$ cat config.mk
export PLATFORM = sky130hd
export DESIGN_NAME = specinvert_mc_core_flat
export DESIGN_NICKNAME = d
export VERILOG_FILES = /design/src/rtl/specinvert_pkg.sv /design/src/rtl/specinvert_mc_core_if.sv /design/src/rtl/specinvert_lane.sv /design/src/rtl/specinvert_mc_core.sv /design/src/flat_wrapper.sv
export SDC_FILE = /design/constraint.sdc
export NUM_CORES = 1
export LEC_CHECK = 0
export ABC_AREA = 1
export BUFFER_PORTS_ARGS = -buffer_cell sky130_fd_sc_hd__buf_2
export CAP_MARGIN = 25
export CELL_PAD_IN_SITES_DETAIL_PLACEMENT = 1
export CELL_PAD_IN_SITES_GLOBAL_PLACEMENT = 2
export CORE_ASPECT_RATIO = 0.5
export CORE_MARGIN = 10
export CORE_UTILIZATION = 29
export DETAILED_ROUTE_END_ITERATION = 10
export GPL_TIMING_DRIVEN = 0
export PLACE_DENSITY_LB_ADDON = 0.15
export SLEW_MARGIN = 20
export SYNTH_ARGS = -nofsm -noshare
export SYNTH_HDL_FRONTEND = slang
export SYNTH_SLANG_ARGS = --single-unit
$ cat constraint.sdc
create_clock -name ce_clk -period 4.65 [get_ports ce_clk]
set_clock_uncertainty 0.1 [all_clocks]
set_input_delay 0.2325 -clock ce_clk [delete_from_list [all_inputs] [get_ports ce_clk]]
set_output_delay 0.2325 -clock ce_clk [all_outputs]
set_load 0.03 [all_outputs]
$ cat src/rtl/specinvert_pkg.sv
// Shared definitions for the specinvert core: per-channel mode encoding,
// default geometry and the saturating negate helper.
package specinvert_pkg;

  localparam int ITEM_W_DEF = 32;
  localparam int NUM_CH_DEF = 2;

  typedef enum logic [1:0] {
    MODE_BYPASS = 2'b00,
    MODE_CONJ   = 2'b01,
    MODE_FS2    = 2'b10,
    MODE_SWAP   = 2'b11
  } specinv_mode_t;

  // Negates the low w bits of x (two's complement). Returns {sat, value}:
  // the most negative input maps to the most positive value and sets sat.
  function automatic logic [32:0] sat_neg(input logic [31:0] x, input int w);
    logic [63:0] mask;
    logic [63:0] xe;
    logic [63:0] mn;
    logic [63:0] neg;
    mask = (64'd1 << w) - 64'd1;
    xe   = {32'd0, x} & mask;
    mn   = 64'd1 << (w - 1);
    neg  = (~xe + 64'd1) & mask;
    if (xe == mn) begin
      sat_neg = {1'b1, 32'(mn - 64'd1)};
    end else begin
      sat_neg = {1'b0, neg[31:0]};
    end
  endfunction

endpackage

$ cat src/rtl/specinvert_mc_core_if.sv
// AXI-Stream style bundle carrying NUM_CH complex items per beat.
// Handshake: a beat transfers on a clock edge where tvalid and tready are
// both high; once tvalid is raised, tdata/tlast stay stable until that
// transfer, and tvalid must not depend on tready.
interface specinvert_mc_core_if #(
  parameter int NUM_CH = 2,
  parameter int ITEM_W = 32
);
  logic [NUM_CH*ITEM_W-1:0] tdata;
  logic                     tlast;
  logic                     tvalid;
  logic                     tready;

  modport master (output tdata, output tlast, output tvalid, input tready);
  modport slave  (input tdata, input tlast, input tvalid, output tready);
endinterface

$ cat src/rtl/specinvert_lane.sv
// Combinational per-channel arithmetic: bypass, conjugate, fs/2 shift
// (negate both components on odd parity) or I/Q swap. Q is the upper half
// of the item, I the lower half. sat_o flags a saturated negation that was
// actually used for the result.
module specinvert_lane
  import specinvert_pkg::*;
#(
  parameter int ITEM_W = ITEM_W_DEF
) (
  input  logic [ITEM_W-1:0] item_i,
  input  specinv_mode_t     mode_i,
  input  logic              parity_i,
  output logic [ITEM_W-1:0] item_o,
  output logic              sat_o
);
  localparam int HW = ITEM_W / 2;

  logic [HW-1:0] i_c;
  logic [HW-1:0] q_c;
  logic [32:0]   ni_r;
  logic [32:0]   nq_r;
  logic          unused_bits;

  assign i_c  = item_i[HW-1:0];
  assign q_c  = item_i[ITEM_W-1:HW];
  assign ni_r = sat_neg(32'(i_c), HW);
  assign nq_r = sat_neg(32'(q_c), HW);
  assign unused_bits = ^{ni_r, nq_r};

  // Select the result for the applied mode
  always_comb begin
    item_o = item_i;
    sat_o  = 1'b0;
    case (mode_i)
      MODE_BYPASS: item_o = item_i;
      MODE_CONJ: begin
        item_o = {nq_r[HW-1:0], i_c};
        sat_o  = nq_r[32];
      end
      MODE_FS2: begin
        if (parity_i) begin
          item_o = {nq_r[HW-1:0], ni_r[HW-1:0]};
          sat_o  = nq_r[32] | ni_r[32];
        end
      end
      MODE_SWAP: item_o = {i_c, q_c};
      default: item_o = item_i;
    endcase
  end

endmodule

$ cat src/rtl/specinvert_mc_core.sv
// Multi-channel spectral manipulation core. Two-stage pipeline with one
// global enable (en = m ready | ~stage2 valid). Per-channel modes latch
// only on packet-start beats; fs/2 parity is a shared toggle bit.
// Optional statistics counters are built when SPECINV_STATS_EN is defined.
module specinvert_mc_core
  import specinvert_pkg::*;
#(
  parameter int NUM_CH         = NUM_CH_DEF,
  parameter int ITEM_W         = ITEM_W_DEF,
  parameter int PARITY_PER_PKT = 1
) (
  input  logic                  ce_clk,
  input  logic                  ce_rst_n,
  specinvert_mc_core_if.slave   s_axis,
  specinvert_mc_core_if.master  m_axis,
  input  logic [2*NUM_CH-1:0]   cfg_mode,
  input  logic                  cfg_clr,
  output logic [2*NUM_CH-1:0]   sts_mode,
  output logic [NUM_CH-1:0]     sts_sat,
  output logic [31:0]           sts_pkt_cnt,
  output logic [31:0]           sts_smp_cnt
);
  localparam int W = NUM_CH * ITEM_W;

  logic                en;
  logic                acc;
  logic                sop;
  logic                beat_par;
  logic                m_xfer;
  logic [2*NUM_CH-1:0] beat_mode;

  logic                in_pkt_q;
  logic                parity_q;
  logic [2*NUM_CH-1:0] mode_q;

  logic                v1_q;
  logic [W-1:0]        d1_q;
  logic                l1_q;
  logic [2*NUM_CH-1:0] m1_q;
  logic                p1_q;

  logic                v2_q;
  logic [W-1:0]        d2_q;
  logic                l2_q;
  logic [NUM_CH-1:0]   s2_q;

  logic [W-1:0]        lane_res;
  logic [NUM_CH-1:0]   lane_sat;
  logic [NUM_CH-1:0]   sat_q;
  logic [NUM_CH-1:0]   sat_d;

  assign en            = m_axis.tready | ~v2_q;
  assign s_axis.tready = en;
  assign acc           = s_axis.tvalid & en;
  assign sop           = ~in_pkt_q;
  assign beat_mode     = sop ? cfg_mode : mode_q;
  assign beat_par      = (sop && (PARITY_PER_PKT != 0)) ? 1'b0 : parity_q;
  assign m_xfer        = v2_q & m_axis.tready;

  // Stage 1 capture plus packet tracking, parity and mode latching
  always_ff @(posedge ce_clk or negedge ce_rst_n) begin
    if (!ce_rst_n) begin
      in_pkt_q <= 1'b0;
      parity_q <= 1'b0;
      mode_q   <= '0;
      v1_q     <= 1'b0;
      d1_q     <= '0;
      l1_q     <= 1'b0;
      m1_q     <= '0;
      p1_q     <= 1'b0;
    end else if (en) begin
      v1_q <= acc;
      if (acc) begin
        d1_q     <= s_axis.tdata;
        l1_q     <= s_axis.tlast;
        m1_q     <= beat_mode;
        p1_q     <= beat_par;
        in_pkt_q <= ~s_axis.tlast;
        parity_q <= ~beat_par;
        if (sop) begin
          mode_q <= cfg_mode;
        end
      end
    end
  end

  // Per-channel arithmetic on the stage 1 beat
  for (genvar c = 0; c < NUM_CH; c++) begin : g_lane
    specinvert_lane #(
      .ITEM_W (ITEM_W)
    ) u_lane (
      .item_i   (d1_q[c*ITEM_W +: ITEM_W]),
      .mode_i   (specinv_mode_t'(m1_q[2*c +: 2])),
      .parity_i (p1_q),
      .item_o   (lane_res[c*ITEM_W +: ITEM_W]),
      .sat_o    (lane_sat[c])
    );
  end

  // Stage 2 holds the result; frozen while the output is stalled
  always_ff @(posedge ce_clk or negedge ce_rst_n) begin
    if (!ce_rst_n) begin
      v2_q <= 1'b0;
      d2_q <= '0;
      l2_q <= 1'b0;
      s2_q <= '0;
    end else if (en) begin
      v2_q <= v1_q;
      l2_q <= v1_q & l1_q;
      if (v1_q) begin
        d2_q <= lane_res;
        s2_q <= lane_sat;
      end
    end
  end

  // Saturation flags accumulate only on transferred beats; clear wins
  always_comb begin
    sat_d = sat_q;
    if (cfg_clr) begin
      sat_d = '0;
    end else if (m_xfer) begin
      sat_d = sat_q | s2_q;
    end
  end

  // Sticky saturation register
  always_ff @(posedge ce_clk or negedge ce_rst_n) begin
    if (!ce_rst_n) begin
      sat_q <= '0;
    end else begin
      sat_q <= sat_d;
    end
  end

  assign m_axis.tdata  = d2_q;
  assign m_axis.tlast  = l2_q;
  assign m_axis.tvalid = v2_q;
  assign sts_mode      = mode_q;
  assign sts_sat       = sat_q;

`ifdef SPECINV_STATS_EN
  logic [31:0] pkt_cnt_q;
  logic [31:0] smp_cnt_q;

  // Output beat and packet counters, wrapping; clear wins over increment
  always_ff @(posedge ce_clk or negedge ce_rst_n) begin
    if (!ce_rst_n) begin
      pkt_cnt_q <= 32'd0;
      smp_cnt_q <= 32'd0;
    end else if (cfg_clr) begin
      pkt_cnt_q <= 32'd0;
      smp_cnt_q <= 32'd0;
    end else if (m_xfer) begin
      smp_cnt_q <= smp_cnt_q + 32'd1;
      if (l2_q) begin
        pkt_cnt_q <= pkt_cnt_q + 32'd1;
      end
    end
  end

  assign sts_pkt_cnt = pkt_cnt_q;
  assign sts_smp_cnt = smp_cnt_q;
`else
  assign sts_pkt_cnt = 32'd0;
  assign sts_smp_cnt = 32'd0;
`endif

endmodule
$ cat src/flat_wrapper.sv
// flat-port wrapper written by rule: the top's interface ports become plain ports
module specinvert_mc_core_flat import specinvert_pkg::*;
#(
  parameter int NUM_CH         = NUM_CH_DEF,
  parameter int ITEM_W         = ITEM_W_DEF,
  parameter int PARITY_PER_PKT = 1
)
  (ce_clk, ce_rst_n, cfg_mode, cfg_clr, sts_mode, sts_sat, sts_pkt_cnt, sts_smp_cnt, s_axis_tdata, s_axis_tlast, s_axis_tvalid, s_axis_tready, m_axis_tdata, m_axis_tlast, m_axis_tvalid, m_axis_tready);
  specinvert_mc_core_if #(.NUM_CH(NUM_CH), .ITEM_W(ITEM_W)) s_axis_i ();
  specinvert_mc_core_if #(.NUM_CH(NUM_CH), .ITEM_W(ITEM_W)) m_axis_i ();
  input  logic ce_clk;
  input  logic ce_rst_n;
  input  logic [2*NUM_CH-1:0] cfg_mode;
  input  logic cfg_clr;
  output logic [2*NUM_CH-1:0] sts_mode;
  output logic [NUM_CH-1:0] sts_sat;
  output logic [31:0] sts_pkt_cnt;
  output logic [31:0] sts_smp_cnt;
  input wire logic [$bits(s_axis_i.tdata)-1:0] s_axis_tdata;
  input wire logic [$bits(s_axis_i.tlast)-1:0] s_axis_tlast;
  input wire logic [$bits(s_axis_i.tvalid)-1:0] s_axis_tvalid;
  output wire logic [$bits(s_axis_i.tready)-1:0] s_axis_tready;
  output wire logic [$bits(m_axis_i.tdata)-1:0] m_axis_tdata;
  output wire logic [$bits(m_axis_i.tlast)-1:0] m_axis_tlast;
  output wire logic [$bits(m_axis_i.tvalid)-1:0] m_axis_tvalid;
  input wire logic [$bits(m_axis_i.tready)-1:0] m_axis_tready;
  assign s_axis_i.tdata = s_axis_tdata;
  assign s_axis_i.tlast = s_axis_tlast;
  assign s_axis_i.tvalid = s_axis_tvalid;
  assign s_axis_tready = s_axis_i.tready;
  assign m_axis_tdata = m_axis_i.tdata;
  assign m_axis_tlast = m_axis_i.tlast;
  assign m_axis_tvalid = m_axis_i.tvalid;
  assign m_axis_i.tready = m_axis_tready;
  specinvert_mc_core #(.NUM_CH(NUM_CH), .ITEM_W(ITEM_W), .PARITY_PER_PKT(PARITY_PER_PKT)) u_core (.ce_clk(ce_clk), .ce_rst_n(ce_rst_n), .s_axis(s_axis_i), .m_axis(m_axis_i), .cfg_mode(cfg_mode), .cfg_clr(cfg_clr), .sts_mode(sts_mode), .sts_sat(sts_sat), .sts_pkt_cnt(sts_pkt_cnt), .sts_smp_cnt(sts_smp_cnt));
endmodule
Word level (Yosys, flattened, before mapping)
Index checks and enable logic that the tools add are counted.
{"block": "op_classes", "n_reduce_logical": 6, "bitwise_logic": 15, "n_mux": 16, "add_sub_neg": 4, "n_eq_ne": 10}
{"op": "$pmux 32 s4", "count": 2}
{"op": "$mux 33", "count": 4}
{"op": "$add 16x1->16 const B", "count": 4}
{"op": "$eq 16x16->1 const B", "count": 4}
{"op": "$mux 32", "count": 2}
{"op": "$not 16->16", "count": 4}
{"op": "$eq 2x2->1 const B", "count": 4}
{"op": "$eq 2x1->1 const B", "count": 2}
{"op": "$logic_not 2->1", "count": 2}
{"op": "$mux 2", "count": 2}
{"op": "$mux 4", "count": 1}
{"op": "$not 1->1", "count": 4}
{"op": "$pmux 1 s2", "count": 2}
{"op": "$reduce_and 2->1", "count": 2}
{"op": "$and 1x1->1", "count": 3}
{"op": "$mux 1", "count": 3}
{"op": "$or 1x1->1", "count": 3}
{"op": "$reduce_and 3->1", "count": 1}
{"op": "$or 2x2->2", "count": 1}
{"op": "$reduce_bool 2->1", "count": 1}
{"block": "totals", "word_cells": 63, "regBits": 143, "inputBits": 74}

Depth between registers and ports, before layout
Gate-level depths: netlist of run 1.
{"block": "logic_depth", "ltp_word": 6, "ltp_mapped": 13, "mapped_depth_nobuf": 13}

Modules after synthesis
Synthesis of run 1 repeated with hierarchy kept, for this count alone.
{"block": "hier_totals", "cells_unflattened": 1552, "hier_area_um2": 10172.3}
{"module": "specinvert_mc_core", "seq_area_each_um2": 3578.4, "instances": 1, "cells_per_inst": 684, "area_per_inst_um2": 6134.6}
{"module": "specinvert_lane at u_core.g_lane[1].u_lane", "seq_area_each_um2": 0.0, "instances": 1, "cells_per_inst": 433, "area_per_inst_um2": 2030.7}
{"module": "specinvert_lane at u_core.g_lane[0].u_lane", "seq_area_each_um2": 0.0, "instances": 1, "cells_per_inst": 435, "area_per_inst_um2": 2006.9}

Least setup slack after synthesis of run 1
No wires, ideal clock.
{"block": "synth_path", "path_kind": "reg2reg", "startpoint": "register u_core.sts_mode[0] (netlist name)", "endpoint": "register u_core.d2_q[25], in the netlist u_core.m_axis.tdata[25]", "required_ns": 4.433, "path_stages_with_launch": 12, "n_path_buf": 1, "slack_ns": 2.645, "setup_ns": 0.117, "arrival_ns": 1.789, "cell_sequence": "dfrtp_1 -> inv_1 -> ha_1 -> a21oi_1 -> inv_1 -> buf_2 -> nand2_1 -> nor2_1 -> a21oi_1 -> o211ai_1 -> nand2_1 -> nand2_1"}
{"item": "end signal: assignment", "line": "specinvert_mc_core.sv:111", "rtl": "d2_q <= lane_res;"}
{"item": "end: declaration", "line": "specinvert_mc_core.sv:43", "rtl": "logic [W-1:0] d2_q;"}

==> results by group, run 1 <==
Outcome
  • Outcome: finished, final reports clean

Layout
  • Area delta synth->final: 31.4%
  • Commonest non-fill, non-tap cells in the layout: sky130_fd_sc_hd__nand2_1 (374), sky130_fd_sc_hd__buf_2 (172), sky130_fd_sc_hd__dfrtp_1 (143), sky130_fd_sc_hd__a21oi_1 (132), sky130_fd_sc_hd__o21ai_0 (106)
  • Number of filler cells placed in the layout: 4047
  • Share of final-layout standard cells stronger than drive strength 1: 0.210
  • FF+latch area: 3580 sq um
  • Filler-free cell count of the finished design: 2064
  • Fraction of the core area covered by cells at the end of the flow: 0.387
  • Combined area of the multi-input logic cells: 4820 sq um
  • Most common library cell in the layout ignoring fill and taps: sky130_fd_sc_hd__nand2_1
  • Final layout net count: 1704

Route
  • Vias per std cell: 4.87
  • Number of remaining DRC errors: 0
  • Count of TritonRoute iterations in the first routing pass: 5
  • Starting DRT DRC Count: 675
  • Detailed-route wire length: 41.3 mm
  • Number of vias in the routed layout: 10.0k
  • Remaining antenna violation count after routing: 0
  • Detailed-route wire length per cell: 20.0 um

Floorplan
  • Full die area: 40300 sq um
  • Chip Width: 274 um
  • Core outline area: 31800 sq um
  • Site row count: 46
  • Number of primary I/O pins: 211
  • Die Y: 147 um
  • Initial standard-cell utilization of the core: 0.295

Global route
  • GRT Overall Usage: 0.205
  • Met2 Track Usage GR: 0.345
  • Number of global-route vias before repair: 10.8k
  • GR met3 Demand/Resource: 0.0394
  • Total congestion overflow after global routing: 0
  • Global route hottest layer: met2
  • Antenna violations before repair: 0
  • Met1 GRT Util: 0.266
  • Pin count of the biggest net entering global routing: 92
  • First-pass GRT wire length: 63.9 mm

Pwr
  • Proportion of power drawn by the clock network: 0.244
  • Combinational cell fraction of total power: 0.462
  • Power per standard cell area: 529 nW/um^2
  • Net switching fraction of the power: 0.471
  • Leak: 0.00618 uW
  • Peak supply drop: 0.000227 V
  • Internal power: 3440 uW
  • Switching power of the nets: 3070 uW
  • Share of total power in sequential cells: 0.294

Yosys
  • Most area-consuming cells after synthesis: sky130_fd_sc_hd__dfrtp_1 (38%), sky130_fd_sc_hd__nand2_1 (15%), sky130_fd_sc_hd__a21oi_1 (7.1%), sky130_fd_sc_hd__o21ai_0 (5.7%), sky130_fd_sc_hd__buf_4 (5.5%)
  • Flop and latch count out of synthesis: 143
  • Sequential cell area fraction in the yosys report: 0.382
  • Yosys cell types: 46
  • Cells after Synth: 1315
  • Synth top area share: 0.382
  • Warnings, synthesis: 0
  • Mapped Area: 9360 sq um
  • Library cell occupying the most area in the post-synthesis netlist: sky130_fd_sc_hd__dfrtp_1
  • Average footprint of a synthesized cell: 7.12 sq um

Clocking
  • Root cell of the clock tree: sky130_fd_sc_hd__clkbuf_16
  • Number of buffers added by the clock tree synthesis step: 17
  • Number of clock sinks: 143
  • Post-CTS setup buffer count: 0
  • Total number of H-tree levels: 4
  • Worst-case clock buffer depth: 2
  • Cts repair resizes: 0
  • Reg clk slew, reported paths: 0.07 ns
  • Source-to-sink clock delay at the later pin of the worst-skew pair: 0.46 ns
  • Total of hold buffers inserted after clock tree synthesis: 74
  • TritonCTS clock tree: built

Setup path
  • Slowest cell on crit path: sky130_fd_sc_hd__dfrtp_1
  • Startpoint Class: register
  • Start of the worst register-to-register path: u_core.sts_mode[3]$_DFFE_PN0P_
  • Classification of the worst setup path: register to register
  • Max FO, Critical Path: 10
  • Ordered list of cells on the worst path: inv_1 -> ha_1 -> clkbuf_1 -> inv_1 -> nand2_1 -> buf_2 -> a21oi_1 -> a21oi_2
  • Kind of end point of the critical path: register
  • Number of buffers and inverters on the critical path: 4
  • Biggest cell delay along the critical path: 0.41 ns
  • Req. time, crit path: 4.93 ns
  • Worst path top cell family by delay: buffers and inverters
  • Critical path's most frequent cell: sky130_fd_sc_hd__inv_1
  • Critical path launch point: u_core.sts_mode[3]$_DFFE_PN0P_
  • Critical path arrival: 2.74 ns

Timing
  • Final Hold Fails: 0
  • Number of endpoints failing setup at the final stage: 0
  • RSZ-0062 raised after global routing: no
  • Worst slew margin relative to its limit: 0.456
  • Max-slew violation count: 0
  • Peak Freq: 406 MHz
  • Setup TNS: 0 ns
  • Ratio of final minimum period to clock period: 0.529
  • Final Critical Period: 2.46 ns
  • Least-Margin Pin Slew: 0.817 ns

Placement
  • Gp weighted congestion: 0.857
  • Port Buffers: 146
  • HPWL after DPL: 31.4 mm
  • Number of placed instances, taps included: 1957

Flow run
  • MaxCap Viol Count: 0

Worst hold path
  • Classification of the worst-slack hold path: input port to asynchronous set/reset pin
## synthesized netlist by cell type (all sizes together)
cell type,n
nand2,380
a31oi,3
o21a,1
nand4,16
o21ai,137
dfrtp,143
inv,107
nor2,98
xnor2,2
a221oi,4
a21oi,140
clkbuf,28
clkinv,1
buf,101
nor3,10
o31ai,1
o211ai,9
conb,1
ha,12
or2,1
nand3,96
o22ai,3
o21bai,3
xor2,10
a32oi,1
o221ai,6
a22oi,1
## layer usage
| metal | up-vias | share of wire |
|---|---|---|
| met5 | - | 0 |
| met1 | 5016 | 0.46 |
| met3 | 34 | 0.040 |
| met4 | 0 | 0.015 |
| li1 | 4795 | - |
| met2 | 202 | 0.49 |
## layout make-up
class | instances | area share
antenna | 1 | 0.000203
buffer | 129 | 0.0647
clock buffer | 18 | 0.0357
clock inverter | 14 | 0.0173
inverter | 108 | 0.0330
multi-input combinational | 998 | 0.392
sequential | 143 | 0.291
tap | 432 | 0.0439
timing repair buffer | 221 | 0.123
## sequential cells by signal, summed over array words and instances, names as in the netlist
signal,flops
u_core.m_axis.tlast,1
u_core.s2_q,2
u_core.parity_q,1
u_core.p1_q,1
u_core.sts_mode,4
u_core.m_axis.tvalid,1
u_core.l1_q,1
u_core.in_pkt_q,1
u_core.m_axis.tdata,64
u_core.d1_q,64
u_core.v1_q,1
u_core.sts_sat,2
## through the flow
| stage | instance area (sq um) | setup WS (ns) | hold WS [ns] | total power [uW] |
|---|---|---|---|---|
| detailed placement | 10900 | 2.23 | 0.0916 | 4910 |
| global placement | 10900 | 0.965 | 0.298 | 4850 |
| CTS | 12300 | 2.20 | 0.203 | 6560 |
| global route | 12300 | 2.00 | 0.230 | 6950 |
| finish | 12300 | 2.19 | 0.193 | 6510 |
| floorplan | 9600 | 2.64 | -0.163 | 3850 |
## cells by family after synthesis
logic type,count (synthesis),synth area share
adder cells (fa/ha/maj),12,0.0160
AO/OA/AOI/OAI,309,0.182
AND/OR/NAND/NOR,601,0.280
other,1,0.000401
XOR/XNOR,12,0.0112
flip-flops,143,0.382
buffers and inverters,237,0.128
## power groups by stage
stage	clock network, uW	registers, uW	logic, uW
after floorplan	0	2400	1450
after global placement	0	1930	2930
after detailed placement	0	1940	2970
after CTS	1610	1920	3030
after global routing	1670	1960	3320
final	1590	1920	3010
## worst paths after layout
check / endpoint / slack (ns) / depth (start not counted)
setup reg to reg: u_core.m_axis.tdata[42]$_DFFE_PN0P_ / 2.19 / 8
min in group ce_clk: u_core.m_axis.tdata[58]$_DFFE_PN0P_ / 0.38 / 2
max in group asynchronous: u_core.d1_q[54]$_DFFE_PN0P_ / 3.41 / 3
setup / recovery: u_core.m_axis.tdata[42]$_DFFE_PN0P_ / 2.19 / 8
hold / removal: u_core.m_axis.tdata[29]$_DFFE_PN0P_ / 0.19 / 2
hold reg to reg: u_core.m_axis.tdata[58]$_DFFE_PN0P_ / 0.38 / 2
Note: power is estimated with default switching activity, not from simulation.
==> run 2: changes to the inputs <==
Settings changed: ABC_AREA 1 to 0, CORE_UTILIZATION 29 to 28.
Clock period 4.65 ns to 2.2 ns, I/O delays scaled along.
==> results by group, run 2 <==
Outcome
  • Outcome: finished, final reports clean (unchanged)

Pwr
  • Switching power of the nets: 6850 uW (was 3070 uW)
  • Final total power: 14600 uW (was 6510 uW)
  • Share of total power in sequential cells: 0.288 (was 0.294)
  • Peak supply drop: 0.000424 V (was 0.000227 V)
  • Combinational cell fraction of total power: 0.488 (was 0.462)
  • Leak: 0.00579 uW (was 0.00618 uW)
  • Net switching fraction of the power: 0.468 (was 0.471)
  • Power per standard cell area: 1160 nW/um^2 (was 529 nW/um^2)
  • Internal power: 7780 uW (was 3440 uW)
  • Proportion of power drawn by the clock network: 0.224 (was 0.244)

Floorplan
  • Site row count: 46 (unchanged)
  • Chip Width: 275 um (was 274 um)
  • Initial standard-cell utilization of the core: 0.286 (was 0.295)
  • Number of primary I/O pins: 211 (unchanged)
  • Core outline area: 31900 sq um (was 31800 sq um)
  • Die Y: 148 um (was 147 um)
  • Full die area: 40600 sq um (was 40300 sq um)

Yosys
  • Library cell occupying the most area in the post-synthesis netlist: sky130_fd_sc_hd__dfrtp_1 (unchanged)
  • Warnings, synthesis: 0 (unchanged)
  • Top FF cell, synth: sky130_fd_sc_hd__dfrtp_1 (unchanged)
  • Library cell with the highest instance count after synthesis: sky130_fd_sc_hd__nand2_1 (unchanged)
  • Sequential cell area fraction in the yosys report: 0.392 (was 0.382)
  • Synth top area share: 0.392 (was 0.382)
  • Most area-consuming cells after synthesis: sky130_fd_sc_hd__dfrtp_1 (39%), sky130_fd_sc_hd__nand2_1 (9.3%), sky130_fd_sc_hd__buf_4 (5.3%), sky130_fd_sc_hd__o21ai_0 (4.4%), sky130_fd_sc_hd__clkbuf_1 (3.2%) (was sky130_fd_sc_hd__dfrtp_1 (38%), sky130_fd_sc_hd__nand2_1 (15%), sky130_fd_sc_hd__a21oi_1 (7.1%), sky130_fd_sc_hd__o21ai_0 (5.7%), sky130_fd_sc_hd__buf_4 (5.5%))
  • Yosys cell types: 69 (was 46)
  • Cells after Synth: 1130 (was 1315)
  • Commonest cells post-synth: sky130_fd_sc_hd__nand2_1 (227), sky130_fd_sc_hd__dfrtp_1 (143), sky130_fd_sc_hd__o21ai_0 (80) (was sky130_fd_sc_hd__nand2_1 (374), sky130_fd_sc_hd__dfrtp_1 (143), sky130_fd_sc_hd__a21oi_1 (132))
  • Mapped Area: 9120 sq um (was 9360 sq um)
  • Average footprint of a synthesized cell: 8.07 sq um (was 7.12 sq um)
  • Post-synth EDFFs: 0 (unchanged)
  • Flop and latch count out of synthesis: 143 (unchanged)
  • Async set or reset register ratio after synthesis: 1.00 (unchanged)

Clocking
  • Worst-case clock buffer depth: 2 (unchanged)
  • TritonCTS clock tree: built (unchanged)
  • Reg clk slew, reported paths: 0.07 ns (about the same)
  • Number of clock sinks: 143 (unchanged)
  • Total number of H-tree levels: 4 (unchanged)
  • Root cell of the clock tree: sky130_fd_sc_hd__clkbuf_16 (unchanged)
  • Number of buffers added by the clock tree synthesis step: 17 (unchanged)
  • Source-to-sink clock delay at the later pin of the worst-skew pair: 0.46 ns (about the same)

Route
  • Detailed-route wire length: 43.5 mm (was 41.3 mm)
  • Detailed-route wire length per cell: 23.1 um (was 20.0 um)
  • Met2 wirelength from detailed routing: 21.0 mm (was 20.2 mm)
  • Number of vias in the routed layout: 9849 (was 10.0k)
  • Count of TritonRoute iterations in the first routing pass: 5 (unchanged)
  • Vias per std cell: 5.23 (was 4.87)
  • DR WL met3: 2.42 mm (was 1.65 mm)
  • Remaining antenna violation count after routing: 0 (unchanged)
  • Uppermost metal layer occupied by signal nets: met4 (unchanged)
  • Starting DRT DRC Count: 665 (was 675)
  • Number of remaining DRC errors: 0 (unchanged)
  • Routed met1 length: 19.4 mm (was 18.8 mm)

Setup path
  • Biggest cell delay along the critical path: 0.60 ns (was 0.41 ns)
  • Number of cells on the worst reg-to-reg path: 6 (was 8)
  • Req. time, crit path: 2.43 ns (was 4.93 ns)
  • Max FO, Critical Path: 10 (unchanged)
  • Startpoint Class: register (unchanged)
  • Number of buffers and inverters on the critical path: 1 (was 4)
  • Critical path arrival: 2.39 ns (was 2.74 ns)
  • Cell depth of the worst setup path: 6 (was 8)
  • Ordered list of cells on the worst path: buf_2 -> or4_4 -> nor3_2 -> nand2_1 -> a221oi_1 -> o31ai_1 (was inv_1 -> ha_1 -> clkbuf_1 -> inv_1 -> nand2_1 -> buf_2 -> a21oi_1 -> a21oi_2)
  • Slowest cell on crit path: sky130_fd_sc_hd__or4_4 (was sky130_fd_sc_hd__dfrtp_1)
  • Kind of end point of the critical path: register (unchanged)
  • Worst path top cell family by delay: simple AND/OR/NAND/NOR gates (was buffers and inverters)
  • Classification of the worst setup path: register to register (unchanged)

Placement
  • Post-placement worst setup slack: -0.933 ns (was 2.23 ns)
  • Port Buffers: 146 (unchanged)
  • Number of placed instances, taps included: 1772 (was 1957)
  • Gp weighted congestion: 0.919 (was 0.857)
  • HPWL after DPL: 31.7 mm (was 31.4 mm)

Layout
  • Count of inserted antenna diode cells: 0 (was 1)
  • Most common library cell in the layout ignoring fill and taps: sky130_fd_sc_hd__nand2_1 (unchanged)
  • Filler-free cell count of the finished design: 1883 (was 2064)
  • Area delta synth->final: 38.4% (was 31.4%)
  • Commonest non-fill, non-tap cells in the layout: sky130_fd_sc_hd__nand2_1 (224), sky130_fd_sc_hd__buf_2 (159), sky130_fd_sc_hd__dfrtp_1 (132), sky130_fd_sc_hd__buf_4 (89), sky130_fd_sc_hd__o21ai_0 (79) (was sky130_fd_sc_hd__nand2_1 (374), sky130_fd_sc_hd__buf_2 (172), sky130_fd_sc_hd__dfrtp_1 (143), sky130_fd_sc_hd__a21oi_1 (132), sky130_fd_sc_hd__o21ai_0 (106))
  • Share of final-layout standard cells stronger than drive strength 1: 0.283 (was 0.210)
  • Final layout net count: 1524 (was 1704)
  • Fraction of the core area covered by cells at the end of the flow: 0.396 (was 0.387)

Timing
  • Setup TNS: 0 ns (unchanged)
  • Least-Margin Pin Slew: 0.701 ns (was 0.817 ns)
  • Max-slew violation count: 0 (unchanged)
  • RSZ-0062 raised after global routing: yes (was no)
  • Final worst slack: 0.0374 ns (was 2.19 ns)
  • Final Critical Period: 2.16 ns (was 2.46 ns)
  • Ratio of final minimum period to clock period: 0.983 (was 0.529)
  • Final Hold Fails: 0 (unchanged)
  • Worst slew margin relative to its limit: 0.533 (was 0.456)
  • Number of endpoints failing setup at the final stage: 0 (unchanged)
  • Peak Freq: 462 MHz (was 406 MHz)

Global route
  • First-pass GRT wire length: 65.2 mm (was 63.9 mm)
  • Antenna violations before repair: 0 (unchanged)
  • Number of global-route vias before repair: 10.4k (was 10.8k)
  • GRT Overall Usage: 0.211 (was 0.205)
  • Total congestion overflow after global routing: 0 (unchanged)
  • Pin count of the biggest net entering global routing: 83 (was 92)

Worst hold path
  • Classification of the worst-slack hold path: input port to asynchronous set/reset pin (unchanged)

Flow run
  • MaxCap Viol Count: 0 (unchanged)
-- run 2: logic make-up after synthesis --
family,after synthesis,share of synthesized area
AOI/OAI and AO/OA,304,0.215
muxes,7,0.00823
and+or+nand+nor,450,0.236
buffers and inverters,189,0.109
adders and majority gates,12,0.0165
DFF,143,0.392
other,1,0.000411
xor gates and xnor gates,24,0.0230
-- run 2: cell type report --
class / count / area [sq um]
Multi-Input combinational cell: 861 / 5110
Fill cell: 3875 / 19300
Clock inverter: 11 / 188
Tap cell: 432 / 541
Clock buffer: 21 / 450
Buffer: 145 / 928
Inverter: 25 / 93.8
Timing Repair Buffer: 245 / 1720
Sequential cell: 143 / 3590
-- run 2: per-layer routing --
metal  vias to the layer above  GRT usage
li1                       4495          -
met1                      5006      0.268
met2                       308      0.358
met3                        40     0.0473
met4                         0     0.0479
met5                         -          0
-- run 2: stage by stage --
| stage | hold WS [ns] | cell area (sq um) |
|---|---|---|
| 6_report | 0.0697 | 12600 |
| 5_1_grt | 0.0789 | 12600 |
| 4_1_cts | 0.0991 | 12300 |
| 3_5_place_dp | -0.0147 | 10700 |
| 3_3_place_gp | 0.179 | 10600 |
| 2_1_floorplan | -0.286 | 9360 |
-- run 2: path summary, 6_finish.rpt --
check / from / end / slack, ns
hold reg to reg: u_core.m_axis.tdata[51]$_DFFE_PN0P_ / u_core.m_axis.tdata[51]$_DFFE_PN0P_ / 0.39
setup reg to reg: u_core.d1_q[51]$_DFFE_PN0P_ / u_core.m_axis.tdata[54]$_DFFE_PN0P_ / 0.04
max in group asynchronous: ce_rst_n / u_core.d1_q[32]$_DFFE_PN0P_ / 1.06
setup / recovery: u_core.d1_q[51]$_DFFE_PN0P_ / u_core.m_axis.tdata[54]$_DFFE_PN0P_ / 0.04
hold / removal: ce_rst_n / u_core.m_axis.tdata[20]$_DFFE_PN0P_ / 0.07
min in group ce_clk: s_axis_tvalid / u_core.d1_q[57]$_DFFE_PN0P_ / 0.07
-- run 2: power by group through the flow --
stage	Sequential (uW)	Clock (uW)	Combinational [uW]
4_1_cts	4170	3330	6950
3_5_place_dp	4200	0	6600
5_1_grt	4320	3460	7670
3_3_place_gp	4180	0	6510
6_report	4220	3280	7130
2_1_floorplan	5110	0	3150
-- run 2: repair_timing --
item,4_1_cts,5_1_grt
pin swaps,7,18
resized for setup,90,72
cloned,0,1
hold buffers,73,0
setup buffers,11,13
setup endpoints to repair,139,102
endpoints found under the hold margin,133,0
==> run 3: changes to the inputs <==
Settings changed: PLACE_DENSITY_LB_ADDON 0.15 to 0.1.
==> results by group, run 3 (same netlist as run 2, synthesis figures left out) <==
Outcome
  • Outcome: finished, final reports clean (unchanged)

Pwr
  • Power per standard cell area: 1160 nW/um^2 (about the same)
  • Proportion of power drawn by the clock network: 0.226 (was 0.224)
  • Combinational cell fraction of total power: 0.486 (was 0.488)
  • Switching power of the nets: 6850 uW (about the same)
  • Leak: 0.00583 uW (was 0.00579 uW)
  • Peak supply drop: 0.000411 V (was 0.000424 V)
  • Net switching fraction of the power: 0.467 (was 0.468)
  • Final total power: 14700 uW (was 14600 uW)
  • Share of total power in sequential cells: 0.288 (about the same)
  • Internal power: 7830 uW (was 7780 uW)

Setup path
  • Setup slack of the worst register-to-register path: 0.05 ns (was 0.04 ns)
  • Critical path arrival: 2.38 ns (was 2.39 ns)
  • Classification of the worst setup path: register to register (unchanged)
  • Max FO, Critical Path: 8 (was 10)
  • Startpoint Class: register (unchanged)
  • Req. time, crit path: 2.43 ns (about the same)
  • Start of the worst register-to-register path: u_core.d1_q[22]$_DFFE_PN0P_ (was u_core.d1_q[51]$_DFFE_PN0P_)
  • Critical R2R Capture: u_core.m_axis.tdata[27]$_DFFE_PN0P_ (was u_core.m_axis.tdata[54]$_DFFE_PN0P_)
  • Number of cells on the worst reg-to-reg path: 7 (was 6)
  • Kind of end point of the critical path: register (unchanged)

Timing
  • Least-Margin Pin Slew: 0.669 ns (was 0.701 ns)
  • Final Critical Period: 2.15 ns (was 2.16 ns)
  • Setup TNS: 0 ns (unchanged)
  • Final Hold Fails: 0 (unchanged)
  • Hold_ws: 0.0396 ns (was 0.0697 ns)
  • Max-slew violation count: 0 (unchanged)
  • Worst slew margin relative to its limit: 0.554 (was 0.533)
  • Peak Freq: 465 MHz (was 462 MHz)
  • RSZ-0062 raised after global routing: yes (unchanged)
  • Ratio of final minimum period to clock period: 0.977 (was 0.983)
  • Number of endpoints failing setup at the final stage: 0 (unchanged)

Floorplan
  • Site row count: 46 (unchanged)
  • Full die area: 40600 sq um (unchanged)
  • Initial standard-cell utilization of the core: 0.286 (unchanged)
  • Die Y: 148 um (unchanged)
  • Chip Width: 275 um (unchanged)
  • Number of primary I/O pins: 211 (unchanged)
  • Core outline area: 31900 sq um (unchanged)

Layout
  • Most common library cell in the layout ignoring fill and taps: sky130_fd_sc_hd__nand2_1 (unchanged)
  • Count of inserted antenna diode cells: 0 (unchanged)
  • Share of final-layout standard cells stronger than drive strength 1: 0.284 (was 0.283)
  • Area delta synth->final: 38.6% (was 38.4%)
  • Filler-free cell count of the finished design: 1885 (was 1883)
  • Fraction of the core area covered by cells at the end of the flow: 0.396 (about the same)
  • Final layout net count: 1526 (was 1524)
  • Number of filler cells placed in the layout: 3854 (was 3875)
  • Commonest non-fill, non-tap cells in the layout: sky130_fd_sc_hd__nand2_1 (224), sky130_fd_sc_hd__buf_2 (156), sky130_fd_sc_hd__dfrtp_1 (134), sky130_fd_sc_hd__buf_4 (96), sky130_fd_sc_hd__o21ai_0 (80) (was sky130_fd_sc_hd__nand2_1 (224), sky130_fd_sc_hd__buf_2 (159), sky130_fd_sc_hd__dfrtp_1 (132), sky130_fd_sc_hd__buf_4 (89), sky130_fd_sc_hd__o21ai_0 (79))

Global route
  • Total congestion overflow after global routing: 0 (unchanged)
  • GRT Overall Usage: 0.213 (was 0.211)
  • Pin count of the biggest net entering global routing: 87 (was 83)
  • Number of global-route vias before repair: 10.4k (about the same)
  • Antenna violations before repair: 0 (unchanged)
  • First-pass GRT wire length: 65.7 mm (was 65.2 mm)

Route
  • Detailed-route wire length per cell: 23.2 um (was 23.1 um)
  • Vias per std cell: 5.17 (was 5.23)
  • Remaining antenna violation count after routing: 0 (unchanged)
  • Number of remaining DRC errors: 0 (unchanged)
  • Starting DRT DRC Count: 627 (was 665)
  • Detailed-route wire length: 43.6 mm (was 43.5 mm)
  • Count of TritonRoute iterations in the first routing pass: 5 (unchanged)
  • Number of vias in the routed layout: 9751 (was 9849)

Clocking
  • Number of buffers added by the clock tree synthesis step: 17 (unchanged)
  • Root cell of the clock tree: sky130_fd_sc_hd__clkbuf_16 (unchanged)
  • Worst-case clock buffer depth: 2 (unchanged)
  • Source-to-sink clock delay at the later pin of the worst-skew pair: 0.46 ns (about the same)
  • Total number of H-tree levels: 4 (unchanged)
  • TritonCTS clock tree: built (unchanged)
  • Number of clock sinks: 143 (unchanged)
  • Reg clk slew, reported paths: 0.06 ns (was 0.07 ns)

Worst hold path
  • Classification of the worst-slack hold path: input port to register (was input port to asynchronous set/reset pin)
  • Worst min-delay path endpoint: u_core.d1_q[58]$_DFFE_PN0P_
  • Worst Hold Path Cells: 4
  • HP Start: s_axis_tvalid

Placement
  • Port Buffers: 146 (unchanged)
  • Number of placed instances, taps included: 1772 (unchanged)
  • Gp weighted congestion: 0.914 (was 0.919)
  • HPWL after DPL: 32.0 mm (was 31.7 mm)

Flow run
  • MaxCap Viol Count: 0 (unchanged)
run 3: changes by cell type in the layout (fill, tap and decap cells not counted), moves of 3 or more:
| cell | change |
|---|---|
| sky130_fd_sc_hd__buf_4 | +7 |
| sky130_fd_sc_hd__buf_2 | -3 |
| sky130_fd_sc_hd__nor2_2 | +3 |
| sky130_fd_sc_hd__clkbuf_2 | -6 |
| sky130_fd_sc_hd__clkbuf_4 | +5 |
run 3: how the worst max path moves through the flow:
stage,cells past startpoint,endpoint,slack [ns],startpoint
global route,6,u_core.d1_q[48]$_DFFE_PN0P_,-0.06,u_core.m_axis.tvalid$_DFFE_PN0N_
floorplan,8,u_core.m_axis.tdata[39]$_DFFE_PN0P_,0.009,u_core.sts_mode[2]$_DFFE_PN0P_
global placement,1,u_core.d1_q[45]$_DFFE_PN0P_,-1.50,ce_rst_n
CTS,7,u_core.m_axis.tdata[14]$_DFFE_PN0P_,-0.009,u_core.sts_mode[0]$_DFFE_PN0P_
detailed placement,7,u_core.d1_q[47]$_DFFE_PN0P_,-0.92,u_core.m_axis.tvalid$_DFFE_PN0N_
finish,7,u_core.m_axis.tdata[27]$_DFFE_PN0P_,0.05,u_core.d1_q[22]$_DFFE_PN0P_
run 3: per-layer routing:
metal,part of all wire,track usage,up-vias
met3,0.056,0.0444,39
met1,0.44,0.268,4945
met2,0.49,0.363,272
met4,0.015,0.0585,0
met5,0,0,-
li1,-,-,4495
run 3: cell type report:
cell class / instances / area (sq um) / area share
Tap cell: 432 / 541 / 0.0428
Buffer: 144 / 947 / 0.0750
Multi-Input combinational cell: 861 / 5090 / 0.403
Sequential cell: 143 / 3590 / 0.284
Clock buffer: 21 / 460 / 0.0364
Timing Repair Buffer: 248 / 1730 / 0.137
Inverter: 25 / 93.8 / 0.00743
Clock inverter: 11 / 186 / 0.0148
run 3: what timing repair did:
action,CTS,global route
hold endpoints to repair,163,0
endpoints found under the setup margin,139,63
hold buffers,73,0
resized for setup,94,71
buffers inserted,10,18
pin swaps,8,13
run 3: power groups by stage:
stage | clock network (uW) | registers [uW] | logic (uW)
6_report | 3320 | 4220 | 7130
3_3_place_gp | 0 | 4180 | 6510
2_1_floorplan | 0 | 5110 | 3150
3_5_place_dp | 0 | 4190 | 6620
5_1_grt | 3490 | 4330 | 7690
4_1_cts | 3360 | 4170 | 6980
run 3: per-stage QoR:
step	cell area [sq um]	setup WS (ns)
2_1_floorplan	9360	0.00931
3_3_place_gp	10600	-1.50
3_5_place_dp	10700	-0.917
4_1_cts	12400	-0.00910
5_1_grt	12600	-0.0552
6_report	12600	0.0515
run 3: worst max-delay path, stage by stage (launching register included):
cell	delay (ns)
sky130_fd_sc_hd__dfrtp_1	0.33
sky130_fd_sc_hd__clkbuf_1	0.37
sky130_fd_sc_hd__nor3_2	0.16
sky130_fd_sc_hd__and3_1	0.17
sky130_fd_sc_hd__buf_2	0.17
sky130_fd_sc_hd__a31o_4	0.30
sky130_fd_sc_hd__a211oi_1	0.31
sky130_fd_sc_hd__o21ai_1	0.12
